File: src/rtl/analog_switch_seq.sv
// analog_switch_seq: break-before-make sequencer for the analog switch bank.
module analog_switch_seq #(
  parameter int BREAK_CYC  = 16,
  parameter int SETTLE_CYC = 100,
  parameter int CNT_W      = 16
) (
  input  logic       clk_i,
  input  logic       rst_i,
  input  logic       cfg_wr_i,
  input  logic [3:0] pud_sel_i,
  input  logic [2:0] tr_sel_i,
  input  logic [3:0] lp_sel_i,
  output logic [3:0] pud_sel_o,
  output logic [2:0] tr_sel_o,
  output logic [3:0] lp_sel_o,
  output logic       busy_o,
  output logic       done_o,
  output logic       ovr_o
);
  typedef enum logic [1:0] {IDLE, BREAK, SETTLE} state_t;
  state_t state, nxt;
  logic [CNT_W-1:0] cnt;
  logic [10:0] wr_cfg, cur, tgt, pend, eff, sel, sel_n;
  logic pend_v, redo, cnt_z, idle_go, idle_eq, fin, chain, drop, brk_end;
  logic busy, done, ovr, busy_n, done_n, ovr_n;
  assign wr_cfg  = {pud_sel_i, tr_sel_i, lp_sel_i};
  assign cnt_z   = cnt == '0;
  assign idle_go = state == IDLE && cfg_wr_i && wr_cfg != cur;
  assign idle_eq = state == IDLE && cfg_wr_i && wr_cfg == cur;
  assign brk_end = state == BREAK && cnt_z;
  assign fin     = state == SETTLE && cnt_z;
  // A write landing on the final SETTLE cycle counts as pending and wins over the stored one
  assign eff     = cfg_wr_i ? wr_cfg : pend;
  assign chain   = fin && (cfg_wr_i || pend_v) && eff != tgt;
  assign drop    = fin && (cfg_wr_i || pend_v) && eff == tgt;
  always_ff @(posedge clk_i)
    if (rst_i) state <= IDLE;
    else state <= nxt;
  always_comb begin
    nxt = state == IDLE  ? (idle_go ? BREAK : IDLE) :
          state == BREAK ? (cnt_z ? SETTLE : BREAK) :
          (cnt_z ? (chain ? BREAK : IDLE) : SETTLE);
  end
  always_comb begin
    sel_n  = (idle_go || chain) ? '0 : brk_end ? tgt : sel;
    busy_n = nxt != IDLE;
    done_n = idle_eq || fin || redo;
    ovr_n  = state != IDLE && cfg_wr_i && pend_v;
  end
  always_ff @(posedge clk_i)
    if (rst_i) begin
      cnt    <= '0;
      cur    <= '0;
      tgt    <= '0;
      pend   <= '0;
      pend_v <= 1'b0;
      redo   <= 1'b0;
      sel    <= '0;
      busy   <= 1'b0;
      done   <= 1'b0;
      ovr    <= 1'b0;
    end else begin
      cnt    <= (idle_go || chain) ? CNT_W'(BREAK_CYC - 1) :
                brk_end ? CNT_W'(SETTLE_CYC - 1) :
                (state != IDLE && !cnt_z) ? cnt - CNT_W'(1) : cnt;
      tgt    <= idle_go ? wr_cfg : chain ? eff : tgt;
      cur    <= fin ? tgt : cur;
      pend_v <= fin ? 1'b0 : (state != IDLE && cfg_wr_i) ? 1'b1 : pend_v;
      pend   <= (state != IDLE && cfg_wr_i) ? wr_cfg : pend;
      redo   <= drop;
      sel    <= sel_n;
      busy   <= busy_n;
      done   <= done_n;
      ovr    <= ovr_n;
    end
  assign {pud_sel_o, tr_sel_o, lp_sel_o} = sel;
  assign busy_o = busy;
  assign done_o = done;
  assign ovr_o  = ovr;
endmodule

File: config.mk
export PLATFORM = sky130hd
export DESIGN_NAME = analog_switch_seq
export DESIGN_NICKNAME = d
export VERILOG_FILES = /design/src/rtl/analog_switch_seq.sv
export SDC_FILE = /design/constraint.sdc
export NUM_CORES = 1
export LEC_CHECK = 0
export CAP_MARGIN = 15
export CORE_MARGIN = 8
export CORE_UTILIZATION = 51
export CTS_CLUSTER_SIZE = 40
export DETAILED_ROUTE_END_ITERATION = 6
export HOLD_SLACK_MARGIN = 0.05
export MAX_ROUTING_LAYER = met4
export PLACE_DENSITY = 0.8
export SETUP_SLACK_MARGIN = 0.05
export SLEW_MARGIN = 10
export SYNTH_ARGS = -nofsm -noshare
export SYNTH_HDL_FRONTEND = slang
export SYNTH_SLANG_ARGS = --single-unit
File: constraint.sdc
create_clock -name clk_i -period 2.15 [get_ports clk_i]
set_input_delay 0.3225 -clock clk_i [delete_from_list [all_inputs] [get_ports clk_i]]
set_output_delay 0.3225 -clock clk_i [all_outputs]
set_load 0.01 [all_outputs]
==> summary.md <==
| Metric | Value |
|---|---|
| RSZ-0062 raised after global routing | true |
| Worst-case clock skew | 0.00698 ns |
| HP Class | in2reg |
| Die X | 93.7 um |
| Maximum vdd drop | 0.816 mV |
| Most frequent cells in the layout | dfxtp_1, nand2_1, buf_4 |
| Commonest non-fill, non-tap cell in the layout | dfxtp_1 |
| Vias/cell | 5.76 |
| DRC violations left | 0 |
| DRT antenna net count | 0 |
| Crit end category | register |
| Slew headroom | 67.7% |
| # H-tree levels | 3 |
| Post-Syn Instances | 343 |
| FP Rows | 28 |
| Kind of critical path | reg2reg |
| Logic gate share of total power | 46.1% |
| Hold_buf cts | 0 |
| Root Driver | clkbuf_8 |
| Cell internal pwr | 0.00316 W |
| First-pass GRT wire length | 13.5 mm |
| CP startpoint kind | register |
| Io pins | 28 |
| Largest net degree at the start of global routing | 21 |
| Power share of the clock group | 20.5% |
| Post-Syn Area | 3080 um^2 |
| Clock Path Buffers | 2 |
| Tmin final | 2.07 ns |
| Final Hold Viols | 0 |
| Period utilization | 96.3% |
| Post-synth EDFFs | 0 |
| Share of cells above drive strength 1 | 27.2% |
| Clock latency on the worst-skew pair | 0.34 ns |
| Reg power frac | 33.4% |
| Tot Pwr | 0.00509 W |
| Antenna Cells | 0 |
| Avg Cell Area, Syn | 8.98 um^2 |
| Syn nets | 360 |
| Max-Cap Viols | 0 |
| Count of different cell masters after synthesis | 41 |
| Initial antenna violation count | 0 |
| Setup slack after layout | 0.0792 ns |
| Place WS | -0.498 ns |
| CP required | 2.41 ns |
| Leak pwr | 1.59 nW |
| Ys flop type | dfxtp_1 |
| Overflow after GRT | 0 |
| Clock sinks | 67 |
| Worst-path maximum fanout | 6 |
| Core area | 5890 um^2 |
| Net count of the finished layout | 427 |
| Die height | 93.7 um |
| Vias in the first global route | 2,815 |
| Status | finished, final reports clean |
| Worst EP arrival | 2.33 ns |
| Flop and latch count out of synthesis | 67 |
| Port Buffers | 27 |
| 1st-pass router iterations | 4 |
| Die area | 8780 um^2 |
| Detailed-route via count | 2,823 |
| Synth async-reset ratio | 0% |
| Top-area cell type share of the netlist area | 43.5% |
| Synth Warn # | 0 |
| Sequential share of the synthesized area | 43.5% |
| Gr usage total | 20.1% |
| NetSw | 0.00192 W |
| Final core utilization | 71.7% |
| CTS tree | done |
| CTS clk-pin slew, worst paths | 0.07 ns |
| Initial DRC count | 231 |
| Switching Fraction | 37.8% |
| Final Max Slew Viols | 0 |
| Routed len/inst | 17.7 um |
| Cts bufs inserted | 9 |
| Slew @ Worst Pin | 0.484 ns |
| Layout area overhead | 37.0% |
| Initial Util | 52.3% |
| GPL Wtd Cong | 0.879 |
| Fmax | 483 MHz |
| Final wirelength | 8.68 mm |
| Final Setup Violations | 0 |
| Post-DP HPWL | 5.49 mm |
| PD cells | 1210 nW/um^2 |
| Ranking of synthesized cells by area | dfxtp_1, mux2i_1, nand2_1 |
| Biggest area consumer among synthesized cells | dfxtp_1 |
==> area by class of cell <==
class,instances,area (um^2)
clock buffer,11,141
clock inverter,5,52.6
fill,390,1670
inverter,4,15.0
multi-input combinational,251,1880
sequential,67,1350
tap,75,93.8
timing repair buffer,77,693
==> metal layers <==
| metal | wire [um] | GRT usage (%) | part of all wire (%) | vias up |
|---|---|---|---|---|
| met5 | 0 | - | 0 | - |
| met4 | 255 | 10.4 | 2.9 | 0 |
| met3 | 453 | 5.36 | 5.2 | 27 |
| met2 | 4540 | 33.3 | 52 | 110 |
| met1 | 3420 | 21.6 | 39 | 1358 |
| li1 | - | - | - | 1328 |
==> logic make-up (layout without fill, tap and decap cells) <==
logic type	count (synthesis)	after routing	share of synthesized area, %
buf+inv	25	97	4.06
fa+ha+maj	3	3	1.22
compound gates	49	49	11.3
xor+xnor	35	35	9.95
flops	67	67	43.5
mux	23	23	7.47
simple gates	141	141	22.5
==> state kept, by name, summed over array words and instances, names as in the netlist <==
register and flops:
cnt 16, cur 11, pend 11, sel 11
tgt 11, state 2, busy_o 1, done_o 1
ovr_o 1, pend_v 1, redo 1
==> synthesized netlist by cell type, types with 4 or more instances <==
library cell	n
o31ai_1	7
mux2i_1	23
inv_1	4
dfxtp_1	67
nand3_1	9
nor2_1	35
nor4_1	7
nand4_1	13
a21oi_1	30
clkbuf_1	15
xnor2_1	18
nand2_1	54
xor2_1	17
o31ai_4	4
==> worst paths after layout <==
| path | from | to | slack (ns) | cells after the start |
|---|---|---|---|---|
| setup / recovery | cnt[0]$_SDFFE_PP0P_ | tgt[3]$_SDFFE_PP0P_ | 0.08 | 9 |
| setup reg to reg | cnt[0]$_SDFFE_PP0P_ | tgt[3]$_SDFFE_PP0P_ | 0.08 | 9 |
| hold / removal | rst_i | cnt[0]$_SDFFE_PP0P_ | 0.28 | 2 |
| hold reg to reg | cur[0]$_SDFFE_PP0P_ | cur[0]$_SDFFE_PP0P_ | 0.47 | 2 |
==> metrics by stage <==
stage | instance area (um^2) | hold WS (ns) | std cells | TNS (ns)
floorplan | 3160 | 0.436 | 343 | -0.0499
global placement | 3780 | 0.442 | 470 | -15.00
detailed placement | 3780 | 0.451 | 470 | -16.90
CTS | 4090 | 0.264 | 489 | 0
global route | 4220 | 0.293 | 490 | -0.249
finish | 4220 | 0.281 | 490 | 0
==> what timing repair did <==
| action | 4_1_cts | 5_1_grt |
|---|---|---|
| gates cloned | 1 | 0 |
| pin swaps | 1 | 4 |
| hold endpoints to repair | 0 | 0 |
| gates resized for setup | 16 | 27 |
| buffers inserted | 2 | 1 |
| setup endpoints to repair | 40 | 41 |
==> power groups by stage <==
stage | clock network [W] | logic (W) | registers [W]
final | 0.00104 | 0.00235 | 0.00170
after global routing | 0.00112 | 0.00253 | 0.00173
after CTS | 0.00105 | 0.00219 | 0.00168
after detailed placement | 0 | 0.00204 | 0.00169
after global placement | 0 | 0.00198 | 0.00168
after floorplan | 0 | 0.00138 | 0.00165
==> critical path, stage by stage, from the launching register on <==
cell and delay, ns:
dfxtp_2 0.33, inv_2 0.07, ha_4 0.13, nor3b_4 0.18
and4_4 0.29, nand3b_4 0.10, a311o_2 0.38, and2_4 0.18
buf_4 0.15, o31ai_2 0.17
Note: power is estimated with default switching activity, not from simulation.
